[config.mk]
export PLATFORM = sky130hd
export DESIGN_NAME = cordic_div_seq
export DESIGN_NICKNAME = d
export VERILOG_FILES = /design/src/rtl/cordic_div_pkg.sv /design/src/rtl/cordic_lin_step.sv /design/src/rtl/cordic_div_seq.sv
export SDC_FILE = /design/constraint.sdc
export NUM_CORES = 1
export LEC_CHECK = 0
export BUFFER_PORTS_ARGS = -buffer_cell sky130_fd_sc_hd__buf_2
export CORE_UTILIZATION = 60
export DETAILED_ROUTE_END_ITERATION = 12
export GPL_ROUTABILITY_DRIVEN = 1
export HOLD_SLACK_MARGIN = 0.06
export PLACE_DENSITY_LB_ADDON = 0.12
export RECOVER_POWER = 25
export SLEW_MARGIN = 20
export SYNTH_ARGS = -nofsm -noshare
export SYNTH_HDL_FRONTEND = slang
export SYNTH_HIERARCHICAL = 1
export SYNTH_SLANG_ARGS = --single-unit
[constraint.sdc]
create_clock -name clk -period 5.2 [get_ports clk]
set_input_delay 0.52 -clock clk [delete_from_list [all_inputs] [get_ports clk]]
set_output_delay 0.52 -clock clk [all_outputs]
set_load 0.01 [all_outputs]
[src/rtl/cordic_div_pkg.sv]
// ============================================================================
// Module      : cordic_div_pkg
// Description : Shared state encoding and saturation helper for the
//               linear-mode CORDIC sequential divider.
// Revision    : 1.0 - initial parametrised release
// ============================================================================
`default_nettype none

package cordic_div_pkg;

    typedef enum logic [2:0] {
        ST_IDLE = 3'd0,
        ST_LOAD = 3'd1,
        ST_ITER = 3'd2,
        ST_CORR = 3'd3,
        ST_DONE = 3'd4
    } state_t;

    // Largest positive magnitude of a w-bit signed value: 2^(w-1)-1
    function automatic logic [63:0] sat_mag(input int unsigned w);
        sat_mag = (64'd1 << (w - 1)) - 64'd1;
    endfunction

endpackage

`default_nettype wire

[src/rtl/cordic_lin_step.sv]
// ============================================================================
// Module      : cordic_lin_step
// Description : One combinational linear-mode CORDIC digit. Moves the
//               residual toward zero by X*2^s and books +/-2^s into the
//               quotient accumulator.
// Revision    : 1.0 - initial parametrised release
// ============================================================================
`default_nettype none

module cordic_lin_step #(
    parameter int YW = 17,
    parameter int XW = 8,
    parameter int ZW = 8,
    parameter int SW = 3
) (
    input  logic signed [YW-1:0] y,
    input  logic        [XW-1:0] x,
    input  logic signed [ZW-1:0] z,
    input  logic        [SW-1:0] s,
    input  logic                 dir,     // 1: residual non-negative, subtract
    output logic signed [YW-1:0] y_next,
    output logic signed [ZW-1:0] z_next
);

    logic [YW-1:0] x_term;
    logic [ZW-1:0] z_term;

    // Shifted divisor and digit weight replace the old 2^-i table
    always_comb begin
        x_term = {{(YW-XW){1'b0}}, x} << s;
        z_term = {{(ZW-1){1'b0}}, 1'b1} << s;
        if (dir) begin
            y_next = y - $signed(x_term);
            z_next = z + $signed(z_term);
        end else begin
            y_next = y + $signed(x_term);
            z_next = z - $signed(z_term);
        end
    end

endmodule

`default_nettype wire

[src/rtl/cordic_div_seq.sv]
// ============================================================================
// Module      : cordic_div_seq
// Description : Sequential signed divider, quotient =
//               trunc((dividend * 2^FRAC) / divisor), using non-restoring
//               linear CORDIC digits, valid/ready handshake, saturation
//               with ovf/dbz flags and optional early exit.
// Revision    : 1.0 - initial parametrised release
// ============================================================================
`default_nettype none

module cordic_div_seq
    import cordic_div_pkg::*;
#(
    parameter int W          = 8,
    parameter int FRAC       = 0,
    parameter int EARLY_EXIT = 1
) (
    input  logic         clk,
    input  logic         rst,
    input  logic         in_valid,
    output logic         in_ready,
    input  logic [W-1:0] dividend,
    input  logic [W-1:0] divisor,
    output logic         out_valid,
    input  logic         out_ready,
    output logic [W-1:0] quotient,
    output logic         ovf,
    output logic         dbz
);

    localparam int YW = 2 * W + FRAC + 1;
    localparam int SW = $clog2(W);
    localparam logic [63:0]  SAT64   = sat_mag(W);
    localparam logic [W-1:0] SAT_POS = SAT64[W-1:0];
    localparam logic [W-1:0] SAT_NEG = -SAT_POS;

    state_t state, next_state;

    logic [W-1:0]         dvd_q, dvs_q, abs_d;
    logic                 sign_q, load_phase;
    logic signed [YW-1:0] y, y_next;
    logic signed [W-1:0]  z, z_next;
    logic [SW-1:0]        k, s;

    logic [W-1:0]  dvd_mag, dvs_mag, z_corr, corr_q;
    logic [YW-1:0] x_limit;
    logic          ovf_cond, res_zero, last_digit;

    // Magnitudes, range test, digit shift and the final correction
    always_comb begin
        dvd_mag    = dvd_q[W-1] ? -dvd_q : dvd_q;
        dvs_mag    = dvs_q[W-1] ? -dvs_q : dvs_q;
        x_limit    = {{(YW-W){1'b0}}, abs_d} << (W - 1);
        ovf_cond   = $unsigned(y) >= x_limit;
        res_zero   = (EARLY_EXIT != 0) && (y == '0);
        last_digit = (k == SW'(W - 2));
        s          = SW'(W - 2) - k;
        z_corr     = y[YW-1] ? $unsigned(z) - W'(1) : $unsigned(z);
        corr_q     = sign_q ? -z_corr : z_corr;
    end

    cordic_lin_step #(
        .YW (YW),
        .XW (W),
        .ZW (W),
        .SW (SW)
    ) u_step (
        .y      (y),
        .x      (abs_d),
        .z      (z),
        .s      (s),
        .dir    (~y[YW-1]),
        .y_next (y_next),
        .z_next (z_next)
    );

    // State register
    always_ff @(posedge clk or posedge rst) begin
        if (rst) state <= ST_IDLE;
        else     state <= next_state;
    end

    // Next-state decode and handshake outputs
    always_comb begin
        next_state = state;
        in_ready   = 1'b0;
        out_valid  = 1'b0;
        case (state)
            ST_IDLE: begin
                in_ready = 1'b1;
                if (in_valid) next_state = ST_LOAD;
            end
            ST_LOAD: begin
                if (load_phase) begin
                    if (abs_d == '0 || ovf_cond) next_state = ST_DONE;
                    else                         next_state = ST_ITER;
                end
            end
            ST_ITER: begin
                if (res_zero || last_digit) next_state = ST_CORR;
            end
            ST_CORR: next_state = ST_DONE;
            ST_DONE: begin
                out_valid = 1'b1;
                if (out_ready) next_state = ST_IDLE;
            end
            default: next_state = ST_IDLE;
        endcase
    end

    // Operand capture, two-cycle load, digit iteration and result register
    always_ff @(posedge clk or posedge rst) begin
        if (rst) begin
            dvd_q      <= '0;
            dvs_q      <= '0;
            abs_d      <= '0;
            sign_q     <= 1'b0;
            load_phase <= 1'b0;
            y          <= '0;
            z          <= '0;
            k          <= '0;
            quotient   <= '0;
            ovf        <= 1'b0;
            dbz        <= 1'b0;
        end else begin
            case (state)
                ST_IDLE: begin
                    if (in_valid) begin
                        dvd_q      <= dividend;
                        dvs_q      <= divisor;
                        load_phase <= 1'b0;
                    end
                end
                ST_LOAD: begin
                    if (!load_phase) begin
                        load_phase <= 1'b1;
                        abs_d      <= dvs_mag;
                        sign_q     <= dvd_q[W-1] ^ dvs_q[W-1];
                        y          <= $signed({{(YW-W){1'b0}}, dvd_mag}) <<< FRAC;
                        z          <= '0;
                        k          <= '0;
                    end else begin
                        load_phase <= 1'b0;
                        if (abs_d == '0) begin
                            quotient <= dvd_q[W-1] ? SAT_NEG : SAT_POS;
                            dbz      <= 1'b1;
                            ovf      <= 1'b0;
                        end else if (ovf_cond) begin
                            quotient <= sign_q ? SAT_NEG : SAT_POS;
                            ovf      <= 1'b1;
                            dbz      <= 1'b0;
                        end
                    end
                end
                ST_ITER: begin
                    if (!res_zero) begin
                        y <= y_next;
                        z <= z_next;
                        k <= k + SW'(1);
                    end
                end
                ST_CORR: begin
                    quotient <= corr_q;
                    ovf      <= 1'b0;
                    dbz      <= 1'b0;
                end
                default: ;
            endcase
        end
    end

endmodule

`default_nettype wire
==> implementation parameters <==
Parameter                              Value

Min path
  Hold path cells ... 3
  Beginning of the worst hold path ... divisor[0]
  End of the worst hold path ... dvs_q[0]
  Class of the worst hold path ... input port to flip-flop

Clock network
  Clock insertion delay at the later pin of the skew report ... 360 ps
  Gates resized, CTS repair ... 0
  TritonCTS clock tree ... built
  Num CTS Buffers ... 9
  Clock transition at the registers of the reported paths ... 90 ps
  Maximum buffer depth of the clock tree ... 2
  Clk sinks ... 67
  Post-CTS setup buffer count ... 0
  Total of hold buffers inserted after clock tree synthesis ... 0
  Clock H-tree levels ... 3
  Clock root buffer ... sky130_fd_sc_hd__clkbuf_8

Floorplanning
  Die height ... 101.2 microns
  Number of placement rows ... 35
  Full die area ... 0.01024 sq mm
  Num ports ... 32
  Core region area ... 0.009371 sq mm
  Die boundary width ... 101.2 microns
  Starting Density ... 63.02%

Yosys
  Most common cell in the synthesized netlist ... sky130_fd_sc_hd__nand2_1
  Warnings, synthesis ... 6
  Cell types with the largest area share after synthesis ... sky130_fd_sc_hd__dfrtp_1 (28%), sky130_fd_sc_hd__ha_1 (8.1%), sky130_fd_sc_hd__nand2_1 (5.7%), sky130_fd_sc_hd__mux2_2 (5.1%), sky130_fd_sc_hd__xnor2_1 (5.0%)
  Number of distinct library cell variants in the gate-level netlist after synthesis ... 79
  Number of instances in the synthesized netlist ... 721
  Number of synthesized flops with an enable pin ... 0
  Proportion of synthesized chip area in sequential cells ... 28.39%
  Ranking of synthesized cells by instance count ... sky130_fd_sc_hd__nand2_1 (89), sky130_fd_sc_hd__dfrtp_1 (67), sky130_fd_sc_hd__o21ai_0 (57)
  Register bit count reported by yosys ... 67
  Cell area after technology mapping ... 0.005906 sq mm
  Most instantiated flip-flop cell in the synthesis netlist ... sky130_fd_sc_hd__dfrtp_1
  Syn Nets ... 781
  Asr flop ratio synth ... 100.0%
  Cell type contributing the most total cell area after synthesis ... sky130_fd_sc_hd__dfrtp_1
  Synth top area share ... 28.39%
  Mean cell area of the mapped netlist ... 8.191 sq um

Final layout
  Final layout net count ... 786
  Fin util ... 66.93%
  Area growth, synth to finish ... 6.208%
  Post-route design area ... 0.006272 sq mm
  Layout cells sized above 1 ... 14.09%
  Antenna cells ... 0

Setup path
  Cells on worst reg2reg path ... 16
  Arrival time of data at the critical path endpoint ... 4900 ps
  Kind of launch point of the worst setup path ... flip-flop
  Critical path class ... flip-flop to flip-flop
  R2r endpoint ... y[14]
  Element type at the critical path end ... flip-flop
  Startpoint of the most critical register-to-register path ... k[1]
  Crit path required time ... 5490 ps
  Critical-path maximum fanout ... 23
  R2R setup slack ... 590 ps

Pwr
  Part of the total power dissipated in the clock network ... 10.2%
  Net switching component of the power ... 2.315 mW
  Total chip power ... 4.620 mW
  Leak ... 2.773 nW
  Sequential Power Share ... 22.9%
  Cell Pwr Density ... 736.5 mW/mm^2
  Internal cell power ... 2.305 mW
  Proportion of total power due to net switching ... 50.10%
  Combinational share of power ... 66.8%
  Peak supply drop ... 366.7 uV

STA
  Max Slew Vio Count ... 68
  Least-Margin Pin Slew ... 3680 ps
  Final setup violating endpoints ... 0
  Final Skew ... 14.74 ps
  Final hold slack ... 365.9 ps
  Setup repair after global routing missed its margin ... no
  Period utilisation layout ... 88.64%
  Clock period minus worst slack ... 4609 ps
  Total Negative Setup Slacks ... 0 ps
  Count of endpoints failing hold in the final timing report ... 0
  Relative slew slack ... -145.3%
  F_max ... 0.2170 GHz

GRT
  GR Util All Layers ... 30.62%
  Maximum number of pins on one net before global-route repair ... 68
  Global route overflow ... 0
  Antenna violations before repair ... 0
  Number of global-route vias before repair ... 4,878
  Wire length of the first global-routing pass ... 24.34 mm

Placement
  Detailed placer's ending HPWL ... 10.77 mm
  Final weighted congestion of routability-driven global placement ... 0.9184
  Number of buffers inserted by port buffering ... 31
  Placed standard-cell area ... 0.006066 sq mm

Route
  Count of antenna-violating nets left after detailed routing ... 0
  Routed wire length per instance ... 17.28 microns
  Met2 Routed Length ... 6.657 mm
  Number of detailed-route iterations in the first pass ... 5
  Top layer in use ... met4
  Met1 wire length ... 7.073 mm
  Final wirelength ... 14.86 mm
  Number of design-rule violations left by the first detailed-router iteration ... 380
  Total via count in the routed design ... 5,338
  Wire length on met3 ... 853 microns
  Number of DRC violations after detailed routing ... 0
  Vias per std cell ... 6.207

Status
  Violations in the final reports ... max-capacitance violations, max-slew violations
  Run status ... complete, but fails checks

Run
  # Max-Cap Violations ... 1
cells by family after synthesis:
group           synth area share (%)
compound gates                 21.04
flops                          28.39
simple gates                   21.04
buf+inv                        6.080
mux                            7.309
fa+ha+maj                      8.729
xor+xnor                       7.415
sequential cells by signal, indices dropped and copies added, names as in the netlist:
register	cells
y	17
quotient	8
sign_q	1
z	8
dvd_q	8
load_phase	1
state	3
dbz	1
k	3
abs_d	8
ovf	1
dvs_q	8
power groups by stage:
| stage | registers [mW] | clock network [mW] | logic (mW) |
|---|---|---|---|
| CTS | 1.05 | 0.477 | 3.04 |
| global placement | 1.05 | 0 | 2.94 |
| floorplan | 0.917 | 0 | 2.53 |
| finish | 1.06 | 0.472 | 3.09 |
| detailed placement | 1.06 | 0 | 3.02 |
| global route | 1.09 | 0.500 | 3.41 |
layout make-up:
| type | instances | area, sq um |
|---|---|---|
| Clock inverter | 6 | 72.57 |
| Clock buffer | 10 | 137.6 |
| Tap cell | 129 | 161.4 |
| Timing Repair Buffer | 39 | 211.5 |
| Sequential cell | 67 | 1677 |
| Multi-Input combinational cell | 573 | 3877 |
| Inverter | 36 | 135.1 |
| Fill cell | 812 | 3099 |
worst max-delay path, cell delays in order, from the launching register on:
cell and delay (ps):
sky130_fd_sc_hd__dfrtp_1 400, sky130_fd_sc_hd__ha_1 740, sky130_fd_sc_hd__mux2i_1 390, sky130_fd_sc_hd__mux2_2 270, sky130_fd_sc_hd__nand3_1 110, sky130_fd_sc_hd__a221o_1 420
sky130_fd_sc_hd__nor2_2 230, sky130_fd_sc_hd__nor2_1 80, sky130_fd_sc_hd__xor2_1 170, sky130_fd_sc_hd__ha_1 350, sky130_fd_sc_hd__a211o_1 340, sky130_fd_sc_hd__o311a_1 330
sky130_fd_sc_hd__o31ai_1 320, sky130_fd_sc_hd__nand3_1 120, sky130_fd_sc_hd__o311ai_0 110, sky130_fd_sc_hd__nand2_1 90, sky130_fd_sc_hd__nand2_1 60
through the flow:
stage                     std cells  worst slack [ps]
after floorplan                 721              1016
after global placement          844             707.2
after detailed placement        844             683.3
after CTS                       860             664.6
after global routing            860             285.6
final                           860             590.7
cell usage in the layout (no fill, tap or decap), types with 3 or more instances in the layout:
cell                        n
sky130_fd_sc_hd__a211oi_1   8
sky130_fd_sc_hd__a21boi_0   7
sky130_fd_sc_hd__a21o_1     6
sky130_fd_sc_hd__a21oi_1   44
sky130_fd_sc_hd__a221oi_1   3
sky130_fd_sc_hd__a22oi_1    3
sky130_fd_sc_hd__a31oi_1    6
sky130_fd_sc_hd__and2_1     5
sky130_fd_sc_hd__and3_1     5
sky130_fd_sc_hd__buf_2     31
sky130_fd_sc_hd__buf_4      7
sky130_fd_sc_hd__clkbuf_8  10
sky130_fd_sc_hd__dfrtp_1   67
sky130_fd_sc_hd__ha_1      38
sky130_fd_sc_hd__inv_1     35
sky130_fd_sc_hd__mux2_2    27
sky130_fd_sc_hd__mux2i_1    9
sky130_fd_sc_hd__nand2_1   89
sky130_fd_sc_hd__nand2b_1   5
sky130_fd_sc_hd__nand3_1   26
sky130_fd_sc_hd__nand4_1    3
sky130_fd_sc_hd__nand4b_1   3
sky130_fd_sc_hd__nor2_1    53
sky130_fd_sc_hd__nor2b_1    7
sky130_fd_sc_hd__nor3_1    16
sky130_fd_sc_hd__nor3b_1    3
sky130_fd_sc_hd__nor4_1     9
sky130_fd_sc_hd__o211ai_1   7
sky130_fd_sc_hd__o21a_1     7
sky130_fd_sc_hd__o21ai_0   57
sky130_fd_sc_hd__o21bai_1   4
sky130_fd_sc_hd__o31ai_1   14
sky130_fd_sc_hd__or2_2      4
sky130_fd_sc_hd__or3_1      6
sky130_fd_sc_hd__or4_1      5
sky130_fd_sc_hd__xnor2_1   33
sky130_fd_sc_hd__xor2_1    16
layer usage:
metal	GRT usage, %	vias to the layer above
li1	-	2587
met1	44.19	2532
met2	46.42	195
met3	4.831	24
met4	11.37	0
met5	0	-
worst max path at each step:
stage               cells past startpoint     to  start  slack [ps]
global route                           16  y[14]   k[1]         290
global placement                       19  y[13]   k[0]         710
floorplan                              21  y[14]   k[0]        1020
CTS                                    19  y[13]   k[0]         660
detailed placement                     19  y[13]   k[0]         680
finish                                 16  y[14]   k[1]         590
(Power assumes the default switching activity.)
